--- config.mk ---
export PLATFORM = sky130hd
export DESIGN_NAME = mseq_modem
export DESIGN_NICKNAME = d
export VERILOG_FILES = /design/src/rtl/mseq_modem.sv
export SDC_FILE = /design/constraint.sdc
export NUM_CORES = 1
export LEC_CHECK = 0
export ABC_AREA = 0
export CORE_ASPECT_RATIO = 1.1
export CORE_MARGIN = 1
export CORE_UTILIZATION = 23
export DETAILED_ROUTE_END_ITERATION = 6
export HOLD_SLACK_MARGIN = 0.08
export PLACE_DENSITY_LB_ADDON = 0.25
export SLEW_MARGIN = 20
export SYNTH_ARGS = -nofsm -noshare
export SYNTH_HDL_FRONTEND = slang
export SYNTH_SLANG_ARGS = --single-unit
--- constraint.sdc ---
create_clock -name CLK_50MHZ -period 9.9 [get_ports CLK_50MHZ]
set_input_delay 1.98 -clock CLK_50MHZ [delete_from_list [all_inputs] [get_ports CLK_50MHZ]]
set_output_delay 1.98 -clock CLK_50MHZ [all_outputs]
set_load 0.05 [all_outputs]
--- src/rtl/mseq_modem.sv ---
// Spread-spectrum modem: m-sequence chip transmitter and correlating receiver.
// Each data bit is one full m-sequence period, sent true for 1, inverted for 0.
module mseq_modem #(
  parameter int          N      = 5,
  parameter logic [N-1:0] TAPS  = 5'b10100,
  parameter int          DATA_W = 8,
  parameter int          THRESH = 28
) (
  input  logic                CLK_50MHZ,
  input  logic                RST,
  input  logic [DATA_W-1:0]   tx_data,
  input  logic                tx_start,
  output logic                tx_busy,
  output logic                out_fun,
  input  logic                rx_in,
  output logic [DATA_W-1:0]   data,
  output logic                data_valid,
  output logic                rx_err,
  output logic [N-1:0]        corr,
  output logic [2**N-2:0]     buff_wr
);

  localparam int L  = 2**N - 1;
  localparam int SW = $clog2(DATA_W + 1);

  localparam logic [N-1:0]  LC       = N'(L);
  localparam logic [N-1:0]  TH_HI    = N'(THRESH);
  localparam logic [N-1:0]  TH_LO    = N'(L - THRESH);
  localparam logic [SW-1:0] SYM_LAST = SW'(DATA_W);
  localparam logic [SW-1:0] BIT_LAST = SW'(DATA_W - 1);
  localparam logic [N-1:0]  SEED     = '1;
  localparam logic [N-1:0]  SEED_NXT = {SEED[N-2:0], ^(SEED & TAPS)};

  function automatic logic [L-1:0] gen_ref();
    logic [L-1:0] r;
    logic [N-1:0] s;
    r = '0;
    s = '1;
    for (int k = 0; k < L; k++) begin
      r[L-1-k] = s[N-1];
      s = {s[N-2:0], ^(s & TAPS)};
    end
    return r;
  endfunction

  localparam logic [L-1:0] REF = gen_ref();

  typedef enum logic {TX_IDLE, TX_SEND} tx_st_e;
  typedef enum logic {RX_SEARCH, RX_RECV} rx_st_e;

  tx_st_e            tx_st_q, tx_st_d;
  logic [N-1:0]      lfsr_q, lfsr_d;
  logic [N-1:0]      chip_q, chip_d;
  logic [SW-1:0]     sym_q, sym_d;
  logic [DATA_W:0]   frm_q, frm_d;
  logic              out_q, out_d;

  always_ff @(posedge CLK_50MHZ or posedge RST) begin
    if (RST) begin
      tx_st_q <= TX_IDLE;
      lfsr_q  <= '1;
      chip_q  <= '0;
      sym_q   <= '0;
      frm_q   <= '0;
      out_q   <= 1'b0;
    end else begin
      tx_st_q <= tx_st_d;
      lfsr_q  <= lfsr_d;
      chip_q  <= chip_d;
      sym_q   <= sym_d;
      frm_q   <= frm_d;
      out_q   <= out_d;
    end
  end

  // chip_q counts chips already emitted in the current symbol
  always_comb begin
    logic load;
    tx_st_d = tx_st_q;
    lfsr_d  = lfsr_q;
    chip_d  = chip_q;
    sym_d   = sym_q;
    frm_d   = frm_q;
    out_d   = 1'b0;
    load    = 1'b0;
    unique case (tx_st_q)
      TX_IDLE: load = tx_start;
      TX_SEND: begin
        if (chip_q == LC) begin
          if (sym_q == SYM_LAST) begin
            tx_st_d = TX_IDLE;
            load    = tx_start;
          end else begin
            sym_d  = sym_q + 1'b1;
            frm_d  = {frm_q[DATA_W-1:0], 1'b0};
            lfsr_d = SEED_NXT;
            chip_d = {{(N-1){1'b0}}, 1'b1};
            out_d  = ~(SEED[N-1] ^ frm_q[DATA_W-1]);
          end
        end else begin
          lfsr_d = {lfsr_q[N-2:0], ^(lfsr_q & TAPS)};
          chip_d = chip_q + 1'b1;
          out_d  = ~(lfsr_q[N-1] ^ frm_q[DATA_W]);
        end
      end
    endcase
    if (load) begin
      tx_st_d = TX_SEND;
      frm_d   = {1'b1, tx_data};
      sym_d   = '0;
      chip_d  = {{(N-1){1'b0}}, 1'b1};
      lfsr_d  = SEED_NXT;
      out_d   = SEED[N-1];
    end
  end

  assign tx_busy = (tx_st_q == TX_SEND);
  assign out_fun = out_q;

  rx_st_e            rx_st_q, rx_st_d;
  logic [L-1:0]      buff_q;
  logic [N-1:0]      wait_q, wait_d;
  logic [SW-1:0]     bits_q, bits_d;
  logic [DATA_W-1:0] sh_q, sh_d;
  logic [DATA_W-1:0] data_q, data_d;
  logic              dv_q, dv_d;
  logic              err_q, err_d;
  logic [N-1:0]      corr_w;
  logic              hi, lo;

  assign corr_w = N'($countones(~(buff_q ^ REF)));
  assign hi     = (corr_w >= TH_HI);
  assign lo     = (corr_w <= TH_LO);

  always_ff @(posedge CLK_50MHZ or posedge RST) begin
    if (RST) begin
      rx_st_q <= RX_SEARCH;
      buff_q  <= '0;
      wait_q  <= '0;
      bits_q  <= '0;
      sh_q    <= '0;
      data_q  <= '0;
      dv_q    <= 1'b0;
      err_q   <= 1'b0;
    end else begin
      rx_st_q <= rx_st_d;
      buff_q  <= {buff_q[L-2:0], rx_in};
      wait_q  <= wait_d;
      bits_q  <= bits_d;
      sh_q    <= sh_d;
      data_q  <= data_d;
      dv_q    <= dv_d;
      err_q   <= err_d;
    end
  end

  // wait_q reaches L exactly one symbol after the last accepted window
  always_comb begin
    rx_st_d = rx_st_q;
    wait_d  = wait_q;
    bits_d  = bits_q;
    sh_d    = sh_q;
    data_d  = data_q;
    dv_d    = 1'b0;
    err_d   = 1'b0;
    unique case (rx_st_q)
      RX_SEARCH: begin
        if (hi) begin
          rx_st_d = RX_RECV;
          wait_d  = {{(N-1){1'b0}}, 1'b1};
          bits_d  = '0;
        end
      end
      RX_RECV: begin
        if (wait_q == LC) begin
          wait_d = {{(N-1){1'b0}}, 1'b1};
          if (hi || lo) begin
            sh_d   = {sh_q[DATA_W-2:0], hi};
            bits_d = bits_q + 1'b1;
            if (bits_q == BIT_LAST) begin
              data_d  = {sh_q[DATA_W-2:0], hi};
              dv_d    = 1'b1;
              rx_st_d = RX_SEARCH;
            end
          end else begin
            err_d   = 1'b1;
            rx_st_d = RX_SEARCH;
          end
        end else begin
          wait_d = wait_q + 1'b1;
        end
      end
    endcase
  end

  assign data       = data_q;
  assign data_valid = dv_q;
  assign rx_err     = err_q;
  assign corr       = corr_w;
  assign buff_wr    = buff_q;

endmodule
**After elaboration in Yosys (flattened, before gate mapping)**

Index checks and enable logic that the tools add are counted.

- Add/sub/neg operators: 34
- Order comparisons: 2
- Eq/ne operators: 9
- Mux-type cells: 46
- Bitwise operators: 6
- Reductions and logical operators: 9

Operators by type and width:

| cell | count |
|---|---|
| $mux W5 | 10 |
| $mux W9 | 4 |
| $not A31 Y31 | 1 |
| $add A1 B1 Y2 | 15 |
| $mux W4 | 7 |
| $add A2 B2 Y3 | 7 |
| $mux W1 | 21 |
| $add A3 B3 Y4 | 4 |
| $not A16 Y16 | 1 |
| $add A4 B4 Y5 | 2 |
| $add A5 B1 Y5 const B | 2 |
| $eq A5 B5 Y1 const B | 2 |
| $pmux W5 S2 | 1 |
| $reduce_and A3 Y1 | 3 |
| $add A4 B1 Y4 const B | 2 |
| $pmux W4 S2 | 1 |
| $ne A2 B1 Y1 const B | 3 |
| $add A5 B5 Y5 | 1 |
| $ge A5 B5 Y1 const B | 1 |
| $le A5 B2 Y1 const B | 1 |
| $reduce_xor A5 Y1 | 1 |
| $eq A4 B3 Y1 const B | 1 |
| $eq A4 B4 Y1 const B | 1 |
| $pmux W1 S2 | 2 |
| other kinds (9) | 12 |

- Register bits: 83
- Input bits: 12
- Output and inout port bits: 48
- Word-level logic and storage cells: 120

**Longest topological paths before layout**

Gate-level depths: netlist of run 1.

- Depth in word-level cells: 12
- Depth in mapped cells: 19
- Mapped depth without buffers: 18

**Worst setup path after synthesis of run 1**

OpenSTA, ideal clock, no wires.

- Kind: register -> output
- Start: reg buff_q[11] (netlist: buff_wr[11])
- End: out corr[4]
- Arrival time: 5457 ps
- Required time: 7920 ps
- Slack: 2463 ps
- Stages on the path, launching flop included: 17
- Buffers on the path: 0
- Path through: dfrtp_1 inv_1 fa_1 inv_1 fa_1 inv_1 fa_1 fa_1 fa_1 fa_1 fa_1 inv_1 fa_1 inv_1 a21o_2 a21oi_1 xnor2_1

- Word-level cells in the longest chain between the ends: 6

RTL lines:

| what | RTL line | source |
|---|---|---|
| start, declared | 121 | `logic [L-1:0] buff_q;` |
| start signal, assigned | 147 | `buff_q <= {buff_q[L-2:0], rx_in};` |
| $not A31 Y31 | 131 | `assign corr_w = N'($countones(~(buff_q ^ REF)));` |
| $add A1 B1 Y2 (implied by the code) | 131 |  |
| $add A2 B2 Y3 (implied by the code) | 131 |  |
| $add A3 B3 Y4 (implied by the code) | 131 |  |
| $add A4 B4 Y5 (implied by the code) | 131 |  |
| $add A5 B5 Y5 (implied by the code) | 131 |  |
| end, declared | 19 | `output logic [N-1:0] corr,` |

Every way passes these cells.

**Final worst setup path of run 1**

- Start: reg buff_q[23] (netlist: buff_wr[23])
- End: out corr[4]

Same word-level chain as after synthesis.

==> key figures, run 1 <==
Status
  • Outcome: complete, no violations

Yosys
  • Syn Inst Count: 327
  • Mapped cell area: 3970 um^2
  • Number of synthesized flops with an enable pin: 0
  • Synth area leader: dfrtp_1
  • Flops & latches, synth: 83
  • Seq/Total Area, Yosys: 52.5%
  • Largest cells by area after synthesis: dfrtp_1, fa_1, inv_1
  • Post-synth top area share: 49.2%
  • Asr flop ratio synth: 100%
  • Synth unique cells: 44
  • Post-synth top cells: dfrtp_1, inv_1, o21ai_0
  • Most common cell in the netlist: dfrtp_1
  • Syn Area/Cell: 12.1 um^2
  • Synth Warn #: 0
  • Syn Nets: 376
  • Synth Flop Type: dfrtp_1

CTS
  • Post-CTS sizing: 0
  • Clk slew on worst S/H paths: 0.06 ns
  • Clk buf depth: 2
  • Clock Latency Late Sink: 0.34 ns
  • Sink Count: 83
  • Root buf cell: clkbuf_16
  • Total clock buffers created by CTS: 9
  • Hold Buf Count CTS: 0
  • H-tree depth: 3
  • Post-CTS setup buffer count: 0
  • CTS tree: built

Setup path
  • Top delay family on crit path: adder cells
  • Crit. End Element: output port
  • Worst path required time: 7.92 ns
  • R2R cell count: 16
  • Worst R2R Setup Slack: 3.95 ns
  • Crit-path max FO: 4
  • Crit path DAT: 5.93 ns
  • CP startpoint kind: register
  • Reg2reg start: buff_wr[23]$_DFF_PP0_
  • Worst path cell trace: fa_1 > inv_1 > fa_1 > inv_1 > fa_1 > inv_1 > fa_1 > fa_1 > fa_1 > fa_1 > inv_1 > fa_1 > inv_1 > a21o_2 > a21oi_1 > xnor2_1 > clkdlybuf4s50_1
  • Worst setup path class: reg2out
  • CP max-delay cell: clkdlybuf4s50_1
  • CP most frequent cell: fa_1
  • Worst flop-to-flop path endpoint: data[7]$_DFFE_PP0P_
  • CP peak stage delay: 0.82 ns
  • Buf+Inv Stages, Crit Path: 6

Timing
  • Measured slew at the worst slew-check pin: 1.08 ns
  • Final max-slew violation count: 0
  • RSZ-0062 raised after global routing: false
  • # setup viols final: 0
  • Total negative slack: 0 ns
  • Tcrit/Tclk final: 79.9%
  • Minimum clock period: 7.91 ns
  • Max-slew headroom: 27.8%
  • Skew final: 0.00541 ns
  • Hold slack: 0.411 ns
  • Achievable Freq: 126 MHz
  • Final hold violations: 0

Drt
  • Vias: 2,525
  • Number of routed nets with antenna violations: 0
  • Final wirelength: 8.10 mm
  • # DRC: 0
  • Drt via density: 4.03
  • Drt first pass iters: 4
  • Initial DRC count: 140
  • Drt wl/cell: 12.9 um

Placement
  • Port-buffer cells: 59
  • Cells after DPL: 610
  • Final GP Congestion: 0.743
  • Post-DP HPWL: 5.90 mm
  • Placed Area: 4820 um^2

Hold path
  • HP Start: buff_wr[27]$_DFF_PP0_
  • Sink of the worst hold path: buff_wr[28]$_DFF_PP0_
  • Hold path depth: 0
  • Worst Hold Class: reg2reg

GRT
  • All-Layer GR Usage: 10.4%
  • Vias in the first global route: 2,759
  • Global-route wire length before repair: 14.2 mm
  • Gr busiest metal: met2
  • GR Overflow Total: 0
  • Initial antenna violation count: 0
  • Pin count of the biggest net entering global routing: 84
  • Met1 Use GR: 13.5%
  • GRT met2 Usage: 16.0%
  • GR met3 Demand/Resource: 3.19%

Layout
  • Final Instance Area: 5180 um^2
  • ANT cells: 0
  • Share of layout cells above drive strength 1: 11.8%
  • Fillers: 1,661
  • Non-Filler Instances: 626
  • Layout Nets: 441
  • Layout area overhead: 30.6%

Floorplanning
  • I/O Pins: 60
  • Horiz. Die Dim: 127 um
  • Initial Utilization: 23.9%
  • Die area: 17,800 um^2
  • Core area: 16,600 um^2
  • Num rows: 49
  • Die Y: 140 um

Run
  • MaxCap Viol Count: 0
-- worst register-to-register path: stages (launching register included) --
cell and delay (ns):
dfrtp_1 0.42, fa_1 0.54, inv_1 0.05, fa_1 0.47, inv_1 0.05, fa_1 0.47
inv_1 0.05, fa_1 0.45, fa_1 0.49, fa_1 0.51, fa_1 0.20, inv_1 0.06
fa_1 0.44, xnor2_1 0.26, or4b_4 0.62, a21oi_4 0.38, mux2_2 0.38
-- layout by cell type, fill, tap and decap left out, drive strengths merged, types with 6 or more instances in the layout --
cell | Yosys | final
and3 | 6 | 6
mux2 | 13 | 13
fa | 23 | 23
o21ai | 26 | 26
dfrtp | 78 | 78
nor2 | 11 | 11
mux2i | 7 | 7
inv | 47 | 47
clkbuf | 4 | 10
ha | 14 | 14
nand2 | 25 | 25
clkdlybuf4s50 | 0 | 59
a21oi | 10 | 10
-- cell type report --
type / count / area (um^2) / share of cell area, %
Sequential cell: 83 / 2080 / 40.2
Multi-Input combinational cell: 191 / 1680 / 32.4
Timing Repair Buffer: 60 / 602 / 11.6
Tap cell: 229 / 287 / 5.53
Clock buffer: 10 / 239 / 4.62
Inverter: 47 / 178 / 3.43
Clock inverter: 6 / 111 / 2.15
-- how the worst max path moves through the flow --
stage,from,end,slack (ns),depth (start not counted)
CTS,buff_wr[23]$_DFF_PP0_,corr[4],1.94,17
finish,buff_wr[23]$_DFF_PP0_,corr[4],1.99,17
detailed placement,buff_wr[23]$_DFF_PP0_,corr[4],2.33,17
floorplan,buff_wr[11]$_DFF_PP0_,corr[4],2.46,16
global placement,buff_wr[23]$_DFF_PP0_,corr[4],2.40,17
global route,buff_wr[11]$_DFF_PP0_,corr[4],1.74,17
-- state kept, by name (all words and copies together), names as in the netlist --
| name | flops |
|---|---|
| bits_q | 4 |
| buff_wr | 31 |
| chip_q | 5 |
| data | 8 |
| data_valid | 1 |
| frm_q | 9 |
| lfsr_q | 5 |
| out_fun | 1 |
| rx_err | 1 |
| rx_st_q | 1 |
| sh_q | 7 |
| sym_q | 4 |
| tx_busy | 1 |
| wait_q | 5 |
-- cells by family after synthesis --
kind of cell | synth area share [%]
multiplexers | 5.46
flip-flops | 52.5
adder cells (fa/ha/maj) | 16.0
XOR/XNOR | 1.77
AO/OA/AOI/OAI | 10.0
AND/OR/NAND/NOR | 8.99
buffers and inverters | 5.21
-- per-layer routing --
layer  wire length (um)  part of all wire, %
met5                  0                    0
met2               3830                   47
met3                292                  3.6
met1               3830                   47
met4                141                  1.7
-- stage by stage --
stage / utilization [%] / setup slack (ns)
2_1_floorplan: - / 2.46
6_report: 31.2 / 1.99
5_1_grt: 31.2 / 1.74
4_1_cts: 31.1 / 1.94
3_3_place_gp: 29.0 / 2.40
3_5_place_dp: 29.0 / 2.33
Power of run 1 is left out: the tool's default activity adds up to more than one toggle a clock period on the data nets, which glitch-free logic cannot reach.
==> run 2: changes to the inputs <==
==> constraint.sdc (replaced) <==
create_clock -name CLK_50MHZ -period 7.6 [get_ports CLK_50MHZ]
set_input_delay 1.52 -clock CLK_50MHZ [delete_from_list [all_inputs] [get_ports CLK_50MHZ]]
set_output_delay 1.52 -clock CLK_50MHZ [all_outputs]
set_load 0.05 [all_outputs]
==> run 2 against run 1 <==
Critical path depth is 3 lower; global-route usage fell by 0.078 points; wire length shrank 0.65%; flip-flop and latch count unchanged; non-clock buffer count unchanged; register-to-register slack got worse by 2.3 ns; largest cell class unchanged; utilization decreased by 0.14 points; clock skew about the same; first-iteration DRC count is 14% lower.
==> key figures, run 2 (same netlist as run 1, synthesis figures left out) <==
Status
  • Outcome: complete, no violations (unchanged)

Placement
  • Final GP Congestion: 0.743 (about the same)
  • Cells after DPL: 610 (unchanged)
  • Port-buffer cells: 59 (unchanged)
  • Post-DP HPWL: 5.86 mm (was 5.90 mm)

Layout
  • Share of layout cells above drive strength 1: 11.8% (unchanged)
  • Fillers: 1,672 (was 1,661)
  • Most frequent cells in the layout: dfrtp_1, clkdlybuf4s50_1, inv_1, o21ai_0, nand2_1 (unchanged)
  • Largest register FFs: 31 (unchanged)
  • Fin util: 31.0% (was 31.2%)
  • Non-Filler Instances: 626 (unchanged)
  • Layout Nets: 441 (unchanged)
  • ANT cells: 0 (unchanged)
  • Reg area: 2080 um^2 (unchanged)
  • Multi-input gate area: 1680 um^2 (unchanged)
  • Commonest non-fill, non-tap cell in the layout: dfrtp_1 (unchanged)
  • Layout area overhead: 30.0% (was 30.6%)

CTS
  • Clock Latency Late Sink: 0.34 ns (about the same)
  • Post-CTS setup buffer count: 0 (unchanged)
  • CTS tree: built (unchanged)
  • H-tree depth: 3 (unchanged)
  • Total clock buffers created by CTS: 9 (unchanged)
  • Clk slew on worst S/H paths: 0.06 ns (about the same)
  • Sink Count: 83 (unchanged)
  • Root buf cell: clkbuf_16 (unchanged)
  • Clk buf depth: 2 (unchanged)

Drt
  • Vias: 2,541 (was 2,525)
  • # DRC: 0 (unchanged)
  • Drt wl/cell: 12.9 um (about the same)
  • Number of routed nets with antenna violations: 0 (unchanged)
  • Drt via density: 4.06 (was 4.03)
  • Final wirelength: 8.05 mm (was 8.10 mm)
  • Initial DRC count: 120 (was 140)
  • Drt first pass iters: 4 (unchanged)

Setup path
  • Worst path required time: 6.08 ns (was 7.92 ns)
  • Worst R2R Setup Slack: 1.62 ns (was 3.95 ns)
  • Crit path DAT: 5.70 ns (was 5.93 ns)
  • Crit-path max FO: 4 (unchanged)
  • Crit. End Element: output port (unchanged)
  • R2R cell count: 16 (unchanged)
  • Worst path cell trace: inv_1 > fa_1 > inv_1 > fa_1 > inv_1 > fa_1 > fa_1 > fa_1 > fa_1 > fa_1 > inv_1 > fa_1 > xnor2_1 > clkdlybuf4s50_1 (was fa_1 > inv_1 > fa_1 > inv_1 > fa_1 > inv_1 > fa_1 > fa_1 > fa_1 > fa_1 > inv_1 > fa_1 > inv_1 > a21o_2 > a21oi_1 > xnor2_1 > clkdlybuf4s50_1)
  • Start point of the critical path: buff_wr[11]$_DFF_PP0_ (was buff_wr[23]$_DFF_PP0_)
  • CP startpoint kind: register (unchanged)
  • CP most frequent cell: fa_1 (unchanged)
  • Worst setup path class: reg2out (unchanged)
  • Worst flop-to-flop path endpoint: data[7]$_DFFE_PP0P_ (unchanged)
  • CP max-delay cell: clkdlybuf4s50_1 (unchanged)
  • CP peak stage delay: 0.85 ns (was 0.82 ns)
  • Reg2reg start: buff_wr[11]$_DFF_PP0_ (was buff_wr[23]$_DFF_PP0_)

Timing
  • Final max-slew violation count: 0 (unchanged)
  • Final hold violations: 0 (unchanged)
  • Max-slew headroom: 30.7% (was 27.8%)
  • Tcrit/Tclk final: 95.0%
  • Minimum clock period: 7.22 ns
  • RSZ-0062 raised after global routing: false (unchanged)
  • Measured slew at the worst slew-check pin: 1.04 ns (was 1.08 ns)
  • Skew final: 0.00548 ns (was 0.00541 ns)
  • Total negative slack: 0 ns (unchanged)
  • Achievable Freq: 139 MHz
  • # setup viols final: 0 (unchanged)

GRT
  • Pin count of the biggest net entering global routing: 84 (unchanged)
  • Vias in the first global route: 2,692 (was 2,759)
  • Initial antenna violation count: 0 (unchanged)
  • GR Overflow Total: 0 (unchanged)
  • All-Layer GR Usage: 10.3% (was 10.4%)
  • Global-route wire length before repair: 14.2 mm (about the same)

Hold path
  • Hold path depth: 0 (unchanged)
  • Worst Hold Class: reg2reg (unchanged)
  • HP Start: buff_wr[5]$_DFF_PP0_ (was buff_wr[27]$_DFF_PP0_)
  • Sink of the worst hold path: buff_wr[6]$_DFF_PP0_ (was buff_wr[28]$_DFF_PP0_)

Floorplanning
  • Die area: 17,800 um^2 (unchanged)
  • Num rows: 49 (unchanged)
  • Horiz. Die Dim: 127 um (unchanged)
  • Core area: 16,600 um^2 (unchanged)
  • Initial Utilization: 23.9% (unchanged)
  • I/O Pins: 60 (unchanged)
  • Die Y: 140 um (unchanged)

Run
  • MaxCap Viol Count: 0 (unchanged)
==> run 2: timing repair <==
item,CTS,global route
setup endpoints to repair,0,1
resized for setup,0,1
hold buffers,0,0
endpoints found under the hold margin,0,0
==> run 2: cell type report <==
class / instances / area share [%]
Tap cell: 229 / 5.56
Clock buffer: 9 / 4.37
Multi-Input combinational cell: 191 / 32.6
Timing Repair Buffer: 60 / 11.7
Inverter: 47 / 3.45
Clock inverter: 7 / 1.92
Sequential cell: 83 / 40.4
==> run 2: through the flow <==
| stage | setup WS, ns | instance area, um^2 | hold WS (ns) |
|---|---|---|---|
| global route | 0.134 | 5150 | 0.422 |
| finish | 0.382 | 5150 | 0.414 |
| CTS | 0.0777 | 5140 | 0.415 |
| global placement | 0.555 | 4820 | 0.380 |
| detailed placement | 0.489 | 4820 | 0.399 |
| floorplan | 0.623 | 3970 | 0.442 |
==> run 2: worst max-delay path by stage <==
stage	endpoint	depth (start not counted)
finish	corr[2]	14
global route	corr[2]	14
CTS	corr[4]	17
detailed placement	corr[4]	17
global placement	corr[4]	17
floorplan	corr[4]	16
==> run 2: metal layers <==
metal	GRT usage (%)	wire length [um]	vias to the layer above
li1	-	-	1224
met4	4.70	157	0
met2	15.7	3770	36
met1	13.5	3830	1270
met3	2.92	292	11
met5	0	0	-
==> run 2: worst max-delay path, delay by kind of cell (launching register included) <==
family / cells / cell delay [ns]
xor gates and xnor gates: 1 / 0.27
adders and majority gates: 8 / 3.61
buffers and inverters: 5 / 1.09
DFF: 1 / 0.38
Power of run 2 is left out for the same reason.
==> run 3: changes to the inputs <==
--- a/config.mk
+++ b/config.mk
@@ -12,6 +12,7 @@
 export DETAILED_ROUTE_END_ITERATION = 6
 export HOLD_SLACK_MARGIN = 0.08
 export PLACE_DENSITY_LB_ADDON = 0.25
+export RECOVER_POWER = 25
 export SLEW_MARGIN = 20
 export SYNTH_ARGS = -nofsm -noshare
 export SYNTH_HDL_FRONTEND = slang
==> run 3 against run 2 <==
The flow now finishes with violations (capacitance limit, slew limit); maximum frequency unchanged; register-to-register slack about the same; count of clock-buffer cells in the layout unchanged; wire length about the same; flip-flop and latch count unchanged; worst hold slack unchanged; clock skew unchanged; critical path type unchanged.
==> key figures, run 3 (same netlist as run 1, synthesis figures left out) <==
Status
  • Outcome: complete, but fails checks (was complete, no violations)
  • Failing checks: capacitance limit, slew limit

GRT
  • Global-route wire length before repair: 14.2 mm (unchanged)
  • GR Overflow Total: 0 (unchanged)
  • Initial antenna violation count: 0 (unchanged)
  • All-Layer GR Usage: 10.3% (unchanged)
  • Pin count of the biggest net entering global routing: 84 (unchanged)
  • Vias in the first global route: 2,692 (unchanged)

Setup path
  • CP most frequent cell: fa_1 (unchanged)
  • Worst path required time: 6.08 ns (about the same)
  • Worst setup path class: reg2out (unchanged)
  • CP peak stage delay: 0.85 ns (about the same)
  • Crit path DAT: 5.70 ns (about the same)
  • Crit. End Element: output port (unchanged)
  • CP startpoint kind: register (unchanged)
  • Worst path cell trace: inv_1 > fa_1 > inv_1 > fa_1 > inv_1 > fa_1 > fa_1 > fa_1 > fa_1 > fa_1 > inv_1 > fa_1 > xnor2_1 > clkdlybuf4s50_1 (unchanged)
  • CP max-delay cell: clkdlybuf4s50_1 (unchanged)
  • Crit-path max FO: 4 (unchanged)

CTS
  • CTS tree: built (unchanged)
  • Clk slew on worst S/H paths: 0.06 ns (about the same)
  • Sink Count: 83 (unchanged)
  • Clock Latency Late Sink: 0.34 ns (about the same)
  • Post-CTS sizing: 0 (unchanged)
  • Root buf cell: clkbuf_16 (unchanged)
  • Clk buf depth: 2 (unchanged)
  • Total clock buffers created by CTS: 9 (unchanged)
  • Post-CTS setup buffer count: 0 (unchanged)
  • Hold Buf Count CTS: 0 (unchanged)
  • H-tree depth: 3 (unchanged)

Drt
  • Number of routed nets with antenna violations: 0 (unchanged)
  • Drt first pass iters: 4 (unchanged)
  • Initial DRC count: 120 (unchanged)
  • Drt via density: 4.06 (about the same)
  • Vias: 2,542 (was 2,541)
  • Final wirelength: 8.04 mm (was 8.05 mm)
  • Drt wl/cell: 12.8 um (was 12.9 um)
  • # DRC: 0 (unchanged)

Timing
  • Final hold violations: 0 (unchanged)
  • Minimum clock period: 7.22 ns (unchanged)
  • RSZ-0062 raised after global routing: false (unchanged)
  • Total negative slack: 0 ns (unchanged)
  • Skew final: 0.00548 ns (unchanged)
  • Final max-slew violation count: 84 (was 0)
  • # setup viols final: 0 (unchanged)
  • Max-slew headroom: -194% (was 30.7%)
  • Tcrit/Tclk final: 95.0% (unchanged)
  • Achievable Freq: 139 MHz (unchanged)
  • Measured slew at the worst slew-check pin: 4.41 ns (was 1.04 ns)
  • Worst setup margin: 0.382 ns (unchanged)

Hold path
  • Worst Hold Class: reg2reg (unchanged)

Layout
  • Layout area overhead: 29.8% (was 30.0%)
  • Commonest non-fill, non-tap cell in the layout: dfrtp_1 (unchanged)
  • Most frequent cells in the layout: dfrtp_1, clkdlybuf4s50_1, inv_1, o21ai_0, nand2_1 (unchanged)
  • ANT cells: 0 (unchanged)
  • Layout Nets: 441 (unchanged)
  • Largest register FFs: 31 (unchanged)
  • Share of layout cells above drive strength 1: 11.6% (was 11.8%)
  • Fillers: 1,674 (was 1,672)

Floorplanning
  • Num rows: 49 (unchanged)
  • Horiz. Die Dim: 127 um (unchanged)
  • I/O Pins: 60 (unchanged)
  • Initial Utilization: 23.9% (unchanged)
  • Die Y: 140 um (unchanged)
  • Core area: 16,600 um^2 (unchanged)
  • Die area: 17,800 um^2 (unchanged)

Placement
  • Pre-CTS setup slack: 0.489 ns (unchanged)
  • Port-buffer cells: 59 (unchanged)
  • Final GP Congestion: 0.743 (unchanged)
  • Post-DP HPWL: 5.86 mm (unchanged)

Run
  • MaxCap Viol Count: 1 (was 0)
## run 3: cell types whose count changed in the layout (fill, tap and decap cells not counted)
cell             delta
dlygate4sd3_1       +3
clkbuf_1            +1
clkinv_2            -1
clkdlybuf4s50_1     -3
buf_6               -1
clkinvlp_2          +1
## run 3: metal layers
metal	vias up	global-route usage (%)	routed length (um)
met2	36	15.7	3770
met4	0	4.70	157
met5	-	0	0
met1	1270	13.5	3820
met3	11	2.92	292
li1	1225	-	-
## run 3: final timing paths
check	slack (ns)	from	depth (start not counted)	to
max	0.38	buff_wr[11]$_DFF_PP0_	14	corr[2]
min in group asynchronous	3.40	RST	3	chip_q[4]$_DFFE_PP0P_
max reg2reg	1.62	buff_wr[11]$_DFF_PP0_	16	data[7]$_DFFE_PP0P_
min	0.41	buff_wr[5]$_DFF_PP0_	0	buff_wr[6]$_DFF_PP0_
min reg2reg	0.41	buff_wr[5]$_DFF_PP0_	0	buff_wr[6]$_DFF_PP0_
max in group asynchronous	1.74	RST	3	buff_wr[10]$_DFF_PP0_
## run 3: critical path, delay by kind of cell, from the launching register on
family / cells / cell delay, ns
adder cells (fa/ha/maj): 8 / 3.61
buffers and inverters: 5 / 1.09
flip-flops: 1 / 0.38
XOR/XNOR: 1 / 0.27
## run 3: area by class of cell
type	count	area [um^2]	share of cell area [%]
sequential	83	2080	40.5
multi-input combinational	191	1680	32.6
timing repair buffer	60	597	11.6
tap	229	287	5.57
clock buffer	9	225	4.38
inverter	47	178	3.45
clock inverter	7	98.8	1.92
## run 3: metrics by stage
stage / cell area, um^2 / utilization, % / std cells / hold WS, ns
2_1_floorplan: 3970 / - / 327 / 0.442
3_3_place_gp: 4820 / 29.0 / 610 / 0.380
3_5_place_dp: 4820 / 29.0 / 610 / 0.399
4_1_cts: 5140 / 31.0 / 626 / 0.415
5_1_grt: 5150 / 31.0 / 626 / 0.422
6_report: 5150 / 31.0 / 626 / 0.414
Power of run 3 is left out for the same reason.
